## config.mk

```make
export PLATFORM = sky130hd
export DESIGN_NAME = input_stream_driver
export DESIGN_NICKNAME = d
export VERILOG_FILES = /design/src/rtl/input_stream_driver_pkg.sv /design/src/rtl/input_stream_driver_stream_beat_packer.sv /design/src/rtl/input_stream_driver.sv
export SDC_FILE = /design/constraint.sdc
export NUM_CORES = 1
export LEC_CHECK = 0
export CAP_MARGIN = 10
export CORE_UTILIZATION = 50
export CTS_CLUSTER_SIZE = 8
export DETAILED_ROUTE_END_ITERATION = 7
export DONT_BUFFER_PORTS = 1
export SYNTH_ARGS = -nofsm -noshare
export SYNTH_HDL_FRONTEND = slang
export SYNTH_SLANG_ARGS = --single-unit
```

## constraint.sdc

```tcl
create_clock -name clk -period 2.4 [get_ports clk]
set_input_delay 0.48 -clock clk [delete_from_list [all_inputs] [get_ports clk]]
set_output_delay 0.48 -clock clk [all_outputs]
set_load 0.02 [all_outputs]
```

## src/rtl/input_stream_driver_pkg.sv

```systemverilog
// Shared configuration for the input stream driver: default widths, lane count
// and the FSM state encoding.
package input_stream_driver_pkg;

  localparam int DATA_WIDTH_DEF = 16;
  localparam int ADDR_WIDTH_DEF = 16;
  localparam int CNT_WIDTH_DEF  = 16;
  localparam int LANES          = 5;
  localparam int IDX_WIDTH      = 3;

  typedef enum logic [2:0] {
    IDLE  = 3'd0,
    FILL  = 3'd1,
    LAST  = 3'd2,
    OFFER = 3'd3,
    FIN   = 3'd4
  } stream_state_t;

endpackage

```

## src/rtl/input_stream_driver_stream_beat_packer.sv

```systemverilog
// Five-lane capture registers plus the lane index that walks a beat fill.
// Memory data lags the address by one cycle, so lane k-1 is written while index k is current.
module stream_beat_packer
  import input_stream_driver_pkg::*;
#(
  parameter int DATA_WIDTH = DATA_WIDTH_DEF
) (
  input  logic                             clk,
  input  logic                             rst,
  input  logic                             i_clr_idx,
  input  logic                             i_fill_step,
  input  logic                             i_last_cap,
  input  logic [DATA_WIDTH-1:0]            i_rd_data,
  output logic [IDX_WIDTH-1:0]             o_idx,
  output logic [LANES-1:0][DATA_WIDTH-1:0] o_lanes
);

  logic [IDX_WIDTH-1:0]             r_idx;
  logic [LANES-1:0][DATA_WIDTH-1:0] r_lanes;
  logic [LANES-1:0]                 w_cap;

  // Per-lane capture enables; the final lane is filled during LAST.
  always_comb begin
    w_cap = {LANES{1'b0}};
    for (int n = 0; n < LANES - 1; n++) begin
      if (i_fill_step && (r_idx == IDX_WIDTH'(n + 1))) begin
        w_cap[n] = 1'b1;
      end else begin
        w_cap[n] = 1'b0;
      end
    end
    w_cap[LANES-1] = i_last_cap;
  end

  // Lane index and lane data registers.
  always_ff @(posedge clk) begin
    if (rst) begin
      r_idx   <= {IDX_WIDTH{1'b0}};
      r_lanes <= {(LANES*DATA_WIDTH){1'b0}};
    end else begin
      if (i_clr_idx) begin
        r_idx <= {IDX_WIDTH{1'b0}};
      end else if (i_fill_step) begin
        r_idx <= r_idx + IDX_WIDTH'(1);
      end else begin
        r_idx <= r_idx;
      end
      for (int n = 0; n < LANES; n++) begin
        if (w_cap[n]) begin
          r_lanes[n] <= i_rd_data;
        end else begin
          r_lanes[n] <= r_lanes[n];
        end
      end
    end
  end

  assign o_idx   = r_idx;
  assign o_lanes = r_lanes;

endmodule

```

## src/rtl/input_stream_driver.sv

```systemverilog
// Streams 5-word beats read from a 1-cycle-latency memory under valid/ready.
// Optional stall counter enabled by defining STREAM_STALL_CNT_EN.
module input_stream_driver
  import input_stream_driver_pkg::*;
#(
  parameter int DATA_WIDTH = DATA_WIDTH_DEF,
  parameter int ADDR_WIDTH = ADDR_WIDTH_DEF,
  parameter int CNT_WIDTH  = CNT_WIDTH_DEF
) (
  input  logic                  clk,
  input  logic                  rst,
  input  logic                  start,
  input  logic [ADDR_WIDTH-1:0] base_addr,
  input  logic [CNT_WIDTH-1:0]  num_beats,
  output logic                  running,
  output logic                  done,
  output logic                  mem_rd_en,
  output logic [ADDR_WIDTH-1:0] mem_addr,
  input  logic [DATA_WIDTH-1:0] mem_rd_data,
  output logic [DATA_WIDTH-1:0] input0,
  output logic [DATA_WIDTH-1:0] input1,
  output logic [DATA_WIDTH-1:0] input2,
  output logic [DATA_WIDTH-1:0] input3,
  output logic [DATA_WIDTH-1:0] input4,
  output logic                  valid,
`ifdef STREAM_STALL_CNT_EN
  output logic [CNT_WIDTH-1:0]  stall_cycles,
`endif
  input  logic                  ready
);

  localparam logic [ADDR_WIDTH-1:0] LP_STEP = ADDR_WIDTH'(LANES);

  stream_state_t                    r_state, w_state_nxt;
  logic [ADDR_WIDTH-1:0]            r_ptr, w_ptr_nxt;
  logic [CNT_WIDTH-1:0]             r_remaining, w_remaining_nxt;
  logic                             r_mem_rd_en, w_mem_rd_en_nxt;
  logic [ADDR_WIDTH-1:0]            r_mem_addr, w_mem_addr_nxt;
  logic                             r_valid, w_valid_nxt;
  logic                             r_done, w_done_nxt;
  logic                             r_running, w_running_nxt;
  logic                             w_clr_idx, w_fill_step, w_last_cap, w_start_acc;
  logic [IDX_WIDTH-1:0]             w_idx;
  logic [LANES-1:0][DATA_WIDTH-1:0] w_lanes;

  stream_beat_packer #(
    .DATA_WIDTH (DATA_WIDTH)
  ) u_packer (
    .clk         (clk),
    .rst         (rst),
    .i_clr_idx   (w_clr_idx),
    .i_fill_step (w_fill_step),
    .i_last_cap  (w_last_cap),
    .i_rd_data   (mem_rd_data),
    .o_idx       (w_idx),
    .o_lanes     (w_lanes)
  );

  // Next-state and next-output logic; outputs are registered one cycle ahead.
  always_comb begin
    w_state_nxt     = r_state;
    w_ptr_nxt       = r_ptr;
    w_remaining_nxt = r_remaining;
    w_mem_rd_en_nxt = 1'b0;
    w_mem_addr_nxt  = r_mem_addr;
    w_valid_nxt     = 1'b0;
    w_done_nxt      = 1'b0;
    w_running_nxt   = r_running;
    w_clr_idx       = 1'b0;
    w_fill_step     = 1'b0;
    w_last_cap      = 1'b0;
    w_start_acc     = 1'b0;
    case (r_state)
      IDLE: begin
        if (start) begin
          w_start_acc = 1'b1;
          w_clr_idx   = 1'b1;
          if (num_beats != {CNT_WIDTH{1'b0}}) begin
            w_state_nxt     = FILL;
            w_ptr_nxt       = base_addr;
            w_remaining_nxt = num_beats;
            w_mem_rd_en_nxt = 1'b1;
            w_mem_addr_nxt  = base_addr;
            w_running_nxt   = 1'b1;
          end else begin
            w_state_nxt = FIN;
            w_done_nxt  = 1'b1;
          end
        end else begin
          w_state_nxt = IDLE;
        end
      end
      FILL: begin
        w_fill_step = 1'b1;
        if (w_idx == IDX_WIDTH'(LANES - 1)) begin
          w_state_nxt = LAST;
        end else begin
          w_mem_rd_en_nxt = 1'b1;
          w_mem_addr_nxt  = r_mem_addr + ADDR_WIDTH'(1);
        end
      end
      LAST: begin
        w_last_cap  = 1'b1;
        w_state_nxt = OFFER;
        w_valid_nxt = 1'b1;
      end
      OFFER: begin
        if (r_valid && ready) begin
          w_ptr_nxt       = r_ptr + LP_STEP;
          w_remaining_nxt = r_remaining - CNT_WIDTH'(1);
          if (r_remaining == CNT_WIDTH'(1)) begin
            w_state_nxt   = FIN;
            w_done_nxt    = 1'b1;
            w_running_nxt = 1'b0;
          end else begin
            w_state_nxt     = FILL;
            w_clr_idx       = 1'b1;
            w_mem_rd_en_nxt = 1'b1;
            w_mem_addr_nxt  = r_ptr + LP_STEP;
          end
        end else begin
          w_valid_nxt = 1'b1;
        end
      end
      FIN: begin
        w_state_nxt   = IDLE;
        w_running_nxt = 1'b0;
      end
      default: begin
        w_state_nxt   = IDLE;
        w_running_nxt = 1'b0;
      end
    endcase
  end

  // State and output registers.
  always_ff @(posedge clk) begin
    if (rst) begin
      r_state     <= IDLE;
      r_ptr       <= {ADDR_WIDTH{1'b0}};
      r_remaining <= {CNT_WIDTH{1'b0}};
      r_mem_rd_en <= 1'b0;
      r_mem_addr  <= {ADDR_WIDTH{1'b0}};
      r_valid     <= 1'b0;
      r_done      <= 1'b0;
      r_running   <= 1'b0;
    end else begin
      r_state     <= w_state_nxt;
      r_ptr       <= w_ptr_nxt;
      r_remaining <= w_remaining_nxt;
      r_mem_rd_en <= w_mem_rd_en_nxt;
      r_mem_addr  <= w_mem_addr_nxt;
      r_valid     <= w_valid_nxt;
      r_done      <= w_done_nxt;
      r_running   <= w_running_nxt;
    end
  end

`ifdef STREAM_STALL_CNT_EN
  logic [CNT_WIDTH-1:0] r_stall_cycles;

  // Saturating count of offered-but-refused cycles, cleared per run.
  always_ff @(posedge clk) begin
    if (rst) begin
      r_stall_cycles <= {CNT_WIDTH{1'b0}};
    end else if (w_start_acc) begin
      r_stall_cycles <= {CNT_WIDTH{1'b0}};
    end else if (r_valid && !ready && (r_stall_cycles != {CNT_WIDTH{1'b1}})) begin
      r_stall_cycles <= r_stall_cycles + CNT_WIDTH'(1);
    end else begin
      r_stall_cycles <= r_stall_cycles;
    end
  end

  assign stall_cycles = r_stall_cycles;
`endif

  assign running   = r_running;
  assign done      = r_done;
  assign mem_rd_en = r_mem_rd_en;
  assign mem_addr  = r_mem_addr;
  assign valid     = r_valid;
  assign input0    = w_lanes[0];
  assign input1    = w_lanes[1];
  assign input2    = w_lanes[2];
  assign input3    = w_lanes[3];
  assign input4    = w_lanes[4];

endmodule

```

==> results.cfg, run 1 <==
[critical_path]
path_cells = buf_4 -> or3b_1 -> nor2_2 -> nand2_1 -> nand2_1 -> a21oi_1
cp.depth = 6
crit_family = simple AND/OR/NAND/NOR gates
timing_worst_setup_path_type = reg -> reg
r2r_cells = 6
end_kind = flip-flop
critPathMaxFanout = 21
path_common_cell = nand2_1
critPathMaxStageDelay_ns = 0.55
critPathSlowestCell = or3b_1
critical_path_arrival_ns = 2.52
required_ns = 2.71
ff2ff_setup_slack_ns = 0.19
r2r-end = u_packer.o_lanes[5]
crit_buf_inv = 1
crit_path_start_kind = flip-flop
r2r_start = r_state[1]

[power_and_ir_drop]
seqPwrFrac_pct = 44.9
p_clk_share_pct = 42.5
combPwrFrac_pct = 12.6
swShare_pct = 27.93
p_switching_uw = 1606
powerDensity_nw_per_um2 = 772.3
ir_drop_v = 0.0004053
intPower_uw = 4145
leakagePower_uw = 0.002533

[global_routing]
grt_remaining_overflow = 0
grt_first_pass_wirelength_microns = 29880
grt_max_degree = 134
antenna_found_initial = 0
gr-usage-all-layers_pct = 28.23
grt_pass1_vias = 5759

[drt]
via_per_inst = 5.985
antenna_left = 0
drt_pass1_iterations = 5
drt-initial-drc-count = 550
vias = 6189
routedWlPerCell_microns = 18.36
wl_microns = 18980
drc_errors = 0

[synthesis]
seq_area_frac_synth_pct = 41.62
synth_edf_count = 0
synth_xor_area_share_pct = 2.507
synth-async-reset-ratio_pct = 0
synth_top_area_share_pct = 41.62
synth_nets = 916
ys_seq_elements = 138
yosys.area_share.simple_pct = 25.22
synth.avg_cell_area_sq_um = 7.763
synth.area.top_cells = dfxtp_1 42%, nand2_1 12%, a21oi_1 10%
synth_adder_area_share_pct = 1.697
synth_top_cells_by_count = 213 x nand2_1, 138 x dfxtp_1, 134 x a21oi_1, 37 x nor2_1, 34 x clkbuf_1
synth.distinct_cells = 72
syn_area_sq_um = 6638
synth.area.mux_share_pct = 0.4713
synth_top_family_by_area = simple AND/OR/NAND/NOR gates
synth_most_common_cell = nand2_1
synth_top_cell_by_area = dfxtp_1
syn_inst = 855
synth_compound_area_share_pct = 23.73
synth_ff_type = dfxtp_1
yosysWarnings = 0

[timing]
max_freq_mhz = 453.4
period_minus_slack_ns = 2.206
hold_viol = 0
slew_viol_final = 0
fin_skew_ns = 0.02038
fin_crit_sh_pct = 91.90
slew_headroom_pct = 57.34
setup_tns_ns = 0
fin_ws_ns = 0.1945
setup_viol = 0
rsz0062_at_grt = false
tightest_slew_ns = 0.6399

[cts]
clkTransAtPathRegs_ns = 0.06
cts_tree = yes
cts-root-buf = clkbuf_16
clk-insertion-delay-late_ns = 0.43
numCtsBuffers = 17
cts_num_sinks = 138
cts_resized = 0
cts_setup_buffers = 0
cts_buffer_depth = 2
htree_levels = 4
holdBufCountCts = 0

[floorplan]
die-area_sq_um = 13740
ios = 152
die_w_microns = 117.2
rows = 41
start_util_pct = 51.96
dieHeight_microns = 117.2
core_sq_um = 12770

[job]
maxCapViolCount = 0

[finish]
fin_nets = 910
n_antenna_cell = 0
area_growth_pct = 12.20
seq_area_sq_um = 2763
n_fill_cell = 1188
final_cells = 1034
drive_gt1_share_pct = 10.21
multi_input_area_sq_um = 3562

[place]
dp_hpwl_microns = 13460
dp_cells = 1002
pre_cts_ws_ns = 0.1863
place.gp.congestion = 0.8488
io_buffers = 0

[min_path]
hold_path_end = r_ptr[0]
hold_class = in -> reg
hp-start = rst
holdPathStages = 1

[outcome]
status = finished, final reports clean
==> layer usage <==
metal / share of wire [%] / global-route usage, %
met1: 46 / 39.00
met3: 9.2 / 9.011
met4: 1.4 / 9.536
met2: 43 / 41.37
met5: 0 / 0
==> power by group through the flow <==
stage / clock network, uW / registers (uW) / logic [uW]
after floorplan: 0 / 2620 / 525
after global placement: 0 / 2620 / 703
after detailed placement: 0 / 2630 / 715
after CTS: 2480 / 2580 / 718
after global routing: 2580 / 2600 / 805
final: 2450 / 2580 / 724
==> area by class of cell <==
class                   count  area share, %
multi-input cells         643          47.83
flip-flops and latches    138          37.10
clock buffers              22          6.099
repair buffers             36          4.133
well taps                 172          2.890
clock inverters            10          1.294
inverters                  13         0.6552
==> sequential cells by signal, summed over array words and instances (netlist names) <==
register	cells
done	1
mem_addr	16
mem_rd_en	1
r_ptr	16
r_remaining	16
r_state	3
running	1
u_packer.o_idx	3
u_packer.o_lanes	80
valid	1
==> worst max-delay path by stage <==
stage / start / endpoint / slack, ns
after floorplan: mem_addr[0] / mem_addr[12] / 0.48
after global placement: r_state[1] / u_packer.o_lanes[16] / 0.31
after detailed placement: r_state[1] / u_packer.o_lanes[28] / 0.19
after CTS: r_state[1] / u_packer.o_lanes[25] / 0.17
after global routing: r_state[1] / u_packer.o_lanes[5] / 0.04
final: r_state[1] / u_packer.o_lanes[5] / 0.19
==> kinds of logic after synthesis <==
logic type / Yosys count
compound gates: 251
flops: 138
xor+xnor: 19
fa+ha+maj: 9
simple gates: 361
buf+inv: 74
mux: 3
==> cell usage in the layout (no fill, tap or decap), types with 4 or more instances in the layout <==
cell type,Yosys,layout
nand2_1,213,212
dfxtp_1,138,138
a21oi_1,134,134
nor2_1,37,37
buf_4,3,33
nor3_1,24,24
nand3_1,23,23
clkbuf_16,0,17
o21ai_0,15,15
inv_1,13,13
a211oi_1,11,11
nor4_1,10,10
xor2_1,10,10
a311oi_1,9,9
xnor2_1,9,9
ha_1,9,9
o32ai_1,8,8
o21ai_1,8,8
nand4_1,7,7
and2_1,6,6
a22oi_1,6,6
o41ai_1,6,6
a31o_1,6,6
a31oi_1,6,6
o31ai_1,6,6
or3_1,5,5
nand3b_1,4,4
nor4_2,4,4
and3_1,4,4
o211ai_1,4,4
clkinvlp_4,0,4
clkbuf_1,34,4
==> per-stage QoR <==
step | hold WS, ns | util, % | power [uW] | cell area, sq um
final | 0.1287 | 58.30 | 5752 | 7447
after global placement | 0.4713 | 53.97 | 3328 | 6894
after CTS | 0.1187 | 58.28 | 5777 | 7445
after global routing | 0.1197 | 58.30 | 5986 | 7447
after floorplan | 0.4529 | - | 3140 | 6638
after detailed placement | 0.4833 | 53.97 | 3346 | 6894
Note: power is estimated with default switching activity, not from simulation.
==> inputs of run 2 (changes only) <==
--- a/config.mk
+++ b/config.mk
@@ -10,6 +10,7 @@
 export CTS_CLUSTER_SIZE = 8
 export DETAILED_ROUTE_END_ITERATION = 7
 export DONT_BUFFER_PORTS = 1
+export SETUP_SLACK_MARGIN = 0.4
 export SYNTH_ARGS = -nofsm -noshare
 export SYNTH_HDL_FRONTEND = slang
 export SYNTH_SLANG_ARGS = --single-unit
==> run 2 against run 1 <==
Net effect:
- combinational power grew 7.7%
- design area is 2.9% higher
- highest routed layer unchanged
- clock skew decreased by 0.0058 ns
- critical path type unchanged
- global-route usage is essentially flat
==> results.cfg, run 2 (synthesis gave the netlist of run 1 again) <==
[finish]
final_cells = 1042
multi_input_area_sq_um = 3715
layout_commonest_cell = nand2_1
stdcell_area_sq_um = 7664
n_antenna_cell = 0
fin_nets = 918
final_cell_mix = 210 x nand2_1, 134 x a21oi_1, 128 x dfxtp_1, 38 x buf_4, 36 x nor2_1
seq_area_sq_um = 2778
n_fill_cell = 1172
area_growth_pct = 15.46
drive_gt1_share_pct = 14.14
largest_reg_flops = 80

[floorplan]
core_sq_um = 12770
die-area_sq_um = 13740
dieHeight_microns = 117.2
rows = 41
start_util_pct = 51.96
die_w_microns = 117.2
ios = 152

[timing]
slew_viol_final = 0
holdWs_ns = 0.1364
setup_tns_ns = 0
setup_viol = 0
period_minus_slack_ns = 1.953
slew_headroom_pct = 58.60
tightest_slew_ns = 0.6203
max_freq_mhz = 512.2
hold_viol = 0
fin_skew_ns = 0.01460
fin_ws_ns = 0.4475
rsz0062_at_grt = true
fin_crit_sh_pct = 81.35

[critical_path]
critPathMaxStageDelay_ns = 0.42
path_cells = nand2_1 -> a311oi_4 -> a21boi_2 -> buf_4 -> a21oi_1 -> a311oi_1
critPathSlowestCell = a311oi_4
crit_path_start_kind = flip-flop
end_kind = flip-flop
required_ns = 2.72
critPathMaxFanout = 12
timing_worst_setup_path_type = reg -> reg
critical_path_arrival_ns = 2.27
crit_buf_inv = 1
crit_family = compound AO/OA/AOI/OAI gates

[cts]
cts_buffer_depth = 2
numCtsBuffers = 17
htree_levels = 4
holdBufCountCts = 0
clk-insertion-delay-late_ns = 0.42
cts-root-buf = clkbuf_16
cts_num_sinks = 138
clkTransAtPathRegs_ns = 0.06
cts_tree = yes

[drt]
routedWlPerCell_microns = 18.59
drc_errors = 0
antenna_left = 0
wl_microns = 19370
drt_pass1_iterations = 5
via_per_inst = 6.026
vias = 6279
drt-initial-drc-count = 526

[place]
io_buffers = 0
dp_hpwl_microns = 13460
pre_cts_ws_ns = 0.1863
place.gp.congestion = 0.8488
placed_cell_area_sq_um = 6894
dp_cells = 1002

[power_and_ir_drop]
powerDensity_nw_per_um2 = 758.9
ir_drop_v = 0.0004081
leakagePower_uw = 0.002592

[global_routing]
grt_pass1_vias = 5757
grt_remaining_overflow = 0
gr-usage-all-layers_pct = 28.25
grt_max_degree = 134
grt_first_pass_wirelength_microns = 29920
antenna_found_initial = 0

[outcome]
status = finished, final reports clean

[min_path]
hold_class = in -> reg

[job]
maxCapViolCount = 0
[run 2: final timing paths]
| kind | start | to | slack [ns] | depth (start not counted) |
|---|---|---|---|---|
| max reg2reg | valid | mem_addr[14] | 0.45 | 6 |
| min | rst | r_remaining[1] | 0.14 | 1 |
| min reg2reg | r_ptr[15] | r_ptr[15] | 0.49 | 2 |
| max | valid | mem_addr[14] | 0.45 | 6 |
[run 2: final cells by class]
cell class	instances	area share (%)
Multi-Input combinational cell	645	48.47
Sequential cell	138	36.24
Clock buffer	22	5.927
Timing Repair Buffer	42	4.653
Tap cell	172	2.808
Clock inverter	10	1.257
Inverter	13	0.6367
[run 2: worst register-to-register path: cells and delay by family (launching register included)]
kind	cells	cell delay, ns
flops	1	0.34
simple gates	1	0.24
buf+inv	1	0.24
compound gates	4	1.05
[run 2: what timing repair did]
item	CTS	global route
gates resized for setup	7	32
pin swaps	1	10
setup buffers	1	5
endpoints found under the setup margin	46	81
cloned	0	2
[run 2: per-stage QoR]
step                power, uW  util (%)
floorplan                3140         -
CTS                      5789     58.54
global placement         3328     53.97
detailed placement       3346     53.97
finish                   5816     60.00
global route             6053     60.00
[run 2: metal layers]
layer	share of wire (%)	GRT usage, %
met5	0	0
met3	9.2	9.011
met4	1.0	9.536
met2	44	41.37
met1	46	39.06
[run 2: where the power goes]
part	internal (uW)	leakage (uW)	switching [uW]	total, uW
logic	325	0.00121	455	780
clock network	1450	0.000256	991	2440
registers	2410	0.00113	188	2590
==> patch, RTL diff (flow settings as in run 2) <==
Encoding of `stream_state_t`: now one-hot (5 bits for 5 states).
--- a/src/rtl/input_stream_driver_pkg.sv
+++ b/src/rtl/input_stream_driver_pkg.sv
@@ -10,8 +10,8 @@
 
-  typedef enum logic [2:0] {
-    IDLE  = 3'd0,
-    FILL  = 3'd1,
-    LAST  = 3'd2,
-    OFFER = 3'd3,
-    FIN   = 3'd4
+  typedef enum logic [4:0] {
+    IDLE  = 5'b00001,
+    FILL  = 5'b00010,
+    LAST  = 5'b00100,
+    OFFER = 5'b01000,
+    FIN   = 5'b10000
   } stream_state_t;
Check against the original RTL: same outputs for any inputs over 4 cycles, from zero or initial values and one cycle with rst high; so few cycles prove little.
==> patch against run 2 <==
  * Routed wire length increased by 2.1%
  * Fmax decreased by 3.6%
  * Power decreased by 2.7%
  * Highest routed layer unchanged
  * Sequential cell count increased by 2
  * Largest cell class unchanged
  * Worst setup slack got worse by 0.073 ns
  * Synthesized cell count increased by 1.2%
  * Design area increased by 1.5%
  * Critical endpoint is now mem_addr[7]$_SDFFE_PP0P_
  * Area after synthesis increased by 0.98%
==> patch: results (changes against run 2) <==
| Metric | Value |
|---|---|
| Status | completed |
| Routed WL | 19800 um (+2.1%) |
| Main area contributors after synthesis | dfxtp_1, nand2_1, a21oi_1 |
| Critical path peak fanout | 6 (-6) |
| Post-synth top cells | nand2_1, dfxtp_1, a21oi_1, nor2_1, nand3_1 |
| Hold wc startpoint | rst |
| LEAKAGE | 2.70 nW (+4.2%) |
| Synth cell types | 61 (-15%) |
| Mux cell area share after synthesis | 0 (-0.00471) |
| Sequential share of the synthesized area | 0.418 (+0.00193) |
| Detailed Place HPWL | 13200 um (-1.7%) |
| Critical Path Source | r_state[1]$_SDFFE_PP0P_ |
| Crit path max-delay family | simple AND/OR/NAND/NOR gates |
| DRT Pass-1 Iters | 7 (+2) |
| Layout filler cell count | 1151 (-1.8%) |
| Synthesized instance count | 865 (+1.2%) |
| Clk pin slew, worst setup/hold paths | 0.06 ns (about the same) |
| Final clock skew | 0.00912 ns (-0.00548 ns) |
| Crit path arrival time | 2.33 ns (+0.06 ns) |
| Maximum clock insertion buffer count | 2 (unchanged) |
| DR WL/cell | 18.8 um (+1.0%) |
| Via Count | 6328 (+0.78%) |
| Syn Nets | 926 (+1.1%) |
| TritonCTS buffer count | 17 (unchanged) |
| Post-synthesis adder-cell area fraction | 0.0168 (-0.000165) |
| H-tree levels | 4 (unchanged) |
| Yosys warnings | 0 (unchanged) |
| Routed Antenna Nets | 0 (unchanged) |
| Starting DRT DRC Count | 599 (+14%) |
| Largest net degree at the start of global routing | 141 (+5.2%) |
| Clock latency on the worst-skew pair | 0.42 ns (about the same) |
| Max IR drop VDD | 434 uV (+6.3%) |
| Pin slew with the least headroom to its limit | 0.695 ns (+0.0749 ns) |
| XOR/XNOR Fraction of Synth Area | 0.0353 (+0.0102) |
| Wire length of the first global-routing pass | 31400 um (+4.9%) |
| Synth Area in Compound Gates | 0.214 (-0.0228) |
| Min-delay worst type | in -> reg |
| Initial antenna violation count | 1 (+1) |
| Root Driver | clkbuf_16 |
| CP max-delay cell | or3b_4 |
| Largest family of logic cells by synthesized area | simple AND/OR/NAND/NOR gates |
| FFs w/ async S/R, synth | 0 (unchanged) |
| Gr usage total | 0.284 (+0.00134) |
| Share of layout cells above drive strength 1 | 0.153 (+0.0120) |
| Vias in the first global route | 5987 (+4.0%) |
| Final Wtd Congestion | 0.844 (-0.60%) |
| Number of flip-flops in the largest register | 80 (unchanged) |
| Port Buffers | 0 (unchanged) |
| Place WS | 0.178 ns (-0.00870 ns) |
| Placed cell count | 1007 (+0.50%) |
| Slowest cell delay on critical path | 0.42 ns (about the same) |
==> patch: repair_timing <==
item	in CTS	in global routing
gates cloned	3	0
pin swaps	7	12
setup buffers	6	4
setup endpoints to repair	92	69
gates resized for setup	25	35
hold endpoints to repair	0	0
==> patch: worst paths after layout <==
path,slack [ns],end,depth (start not counted)
min reg2reg,0.49,r_remaining[1]$_SDFFE_PP0P_,2
max reg2reg,0.37,mem_addr[7]$_SDFFE_PP0P_,8
min,0.13,u_packer.o_lanes[59]$_SDFFE_PP0P_,1
max,0.37,mem_addr[7]$_SDFFE_PP0P_,8
==> patch: area by class of cell <==
cell class,instances,area share
repair buffers,50,0.0502
inverters,8,0.00386
diodes,1,0.000322
clock buffers,19,0.0569
well taps,172,0.0277
multi-input cells,650,0.485
clock inverters,13,0.0137
flip-flops and latches,140,0.362
==> patch: worst reg2reg max path, cell delays in order, from the launching register on <==
cell and delay, ns:
dfxtp_4 0.38, or3b_4 0.43, a2bb2oi_2 0.17, a221oi_4 0.23, buf_6 0.18, a21oi_4 0.08, buf_4 0.17, nor3_1 0.21
nor3_1 0.07
==> patch: logic make-up (layout without fill, tap and decap cells) <==
logic type / after synthesis / count (layout)
simple gates: 385 / 385
compound gates: 227 / 229
flops: 140 / 140
buf+inv: 77 / 90
xor+xnor: 27 / 27
fa+ha+maj: 9 / 9
other cells: 0 / 1
==> patch: layer usage <==
layer / global-route usage / vias to the layer above / wire length, um
li1: - / 3059 / -
met1: 0.372 / 2989 / 8690
met2: 0.439 / 250 / 9030
met3: 0.0882 / 30 / 1680
met4: 0.0986 / 0 / 378
met5: 0 / - / 0
==> patch: report_power, final <==
group          internal, mW  total, mW  switching [mW]
sequential             2.41       2.52           0.111
clock                  1.37       2.45            1.07
combinational         0.304      0.693           0.389
==> patch: per-stage QoR <==
stage                     hold WS (ns)  power [mW]  utilization  area [sq um]
final                            0.133        5.66        0.606          7780
after floorplan                  0.450        3.01            -          6700
after global placement           0.458        3.14        0.537          6880
after global routing             0.113        5.87        0.606          7770
after detailed placement         0.473        3.15        0.537          6880
after CTS                        0.114        5.63        0.592          7590
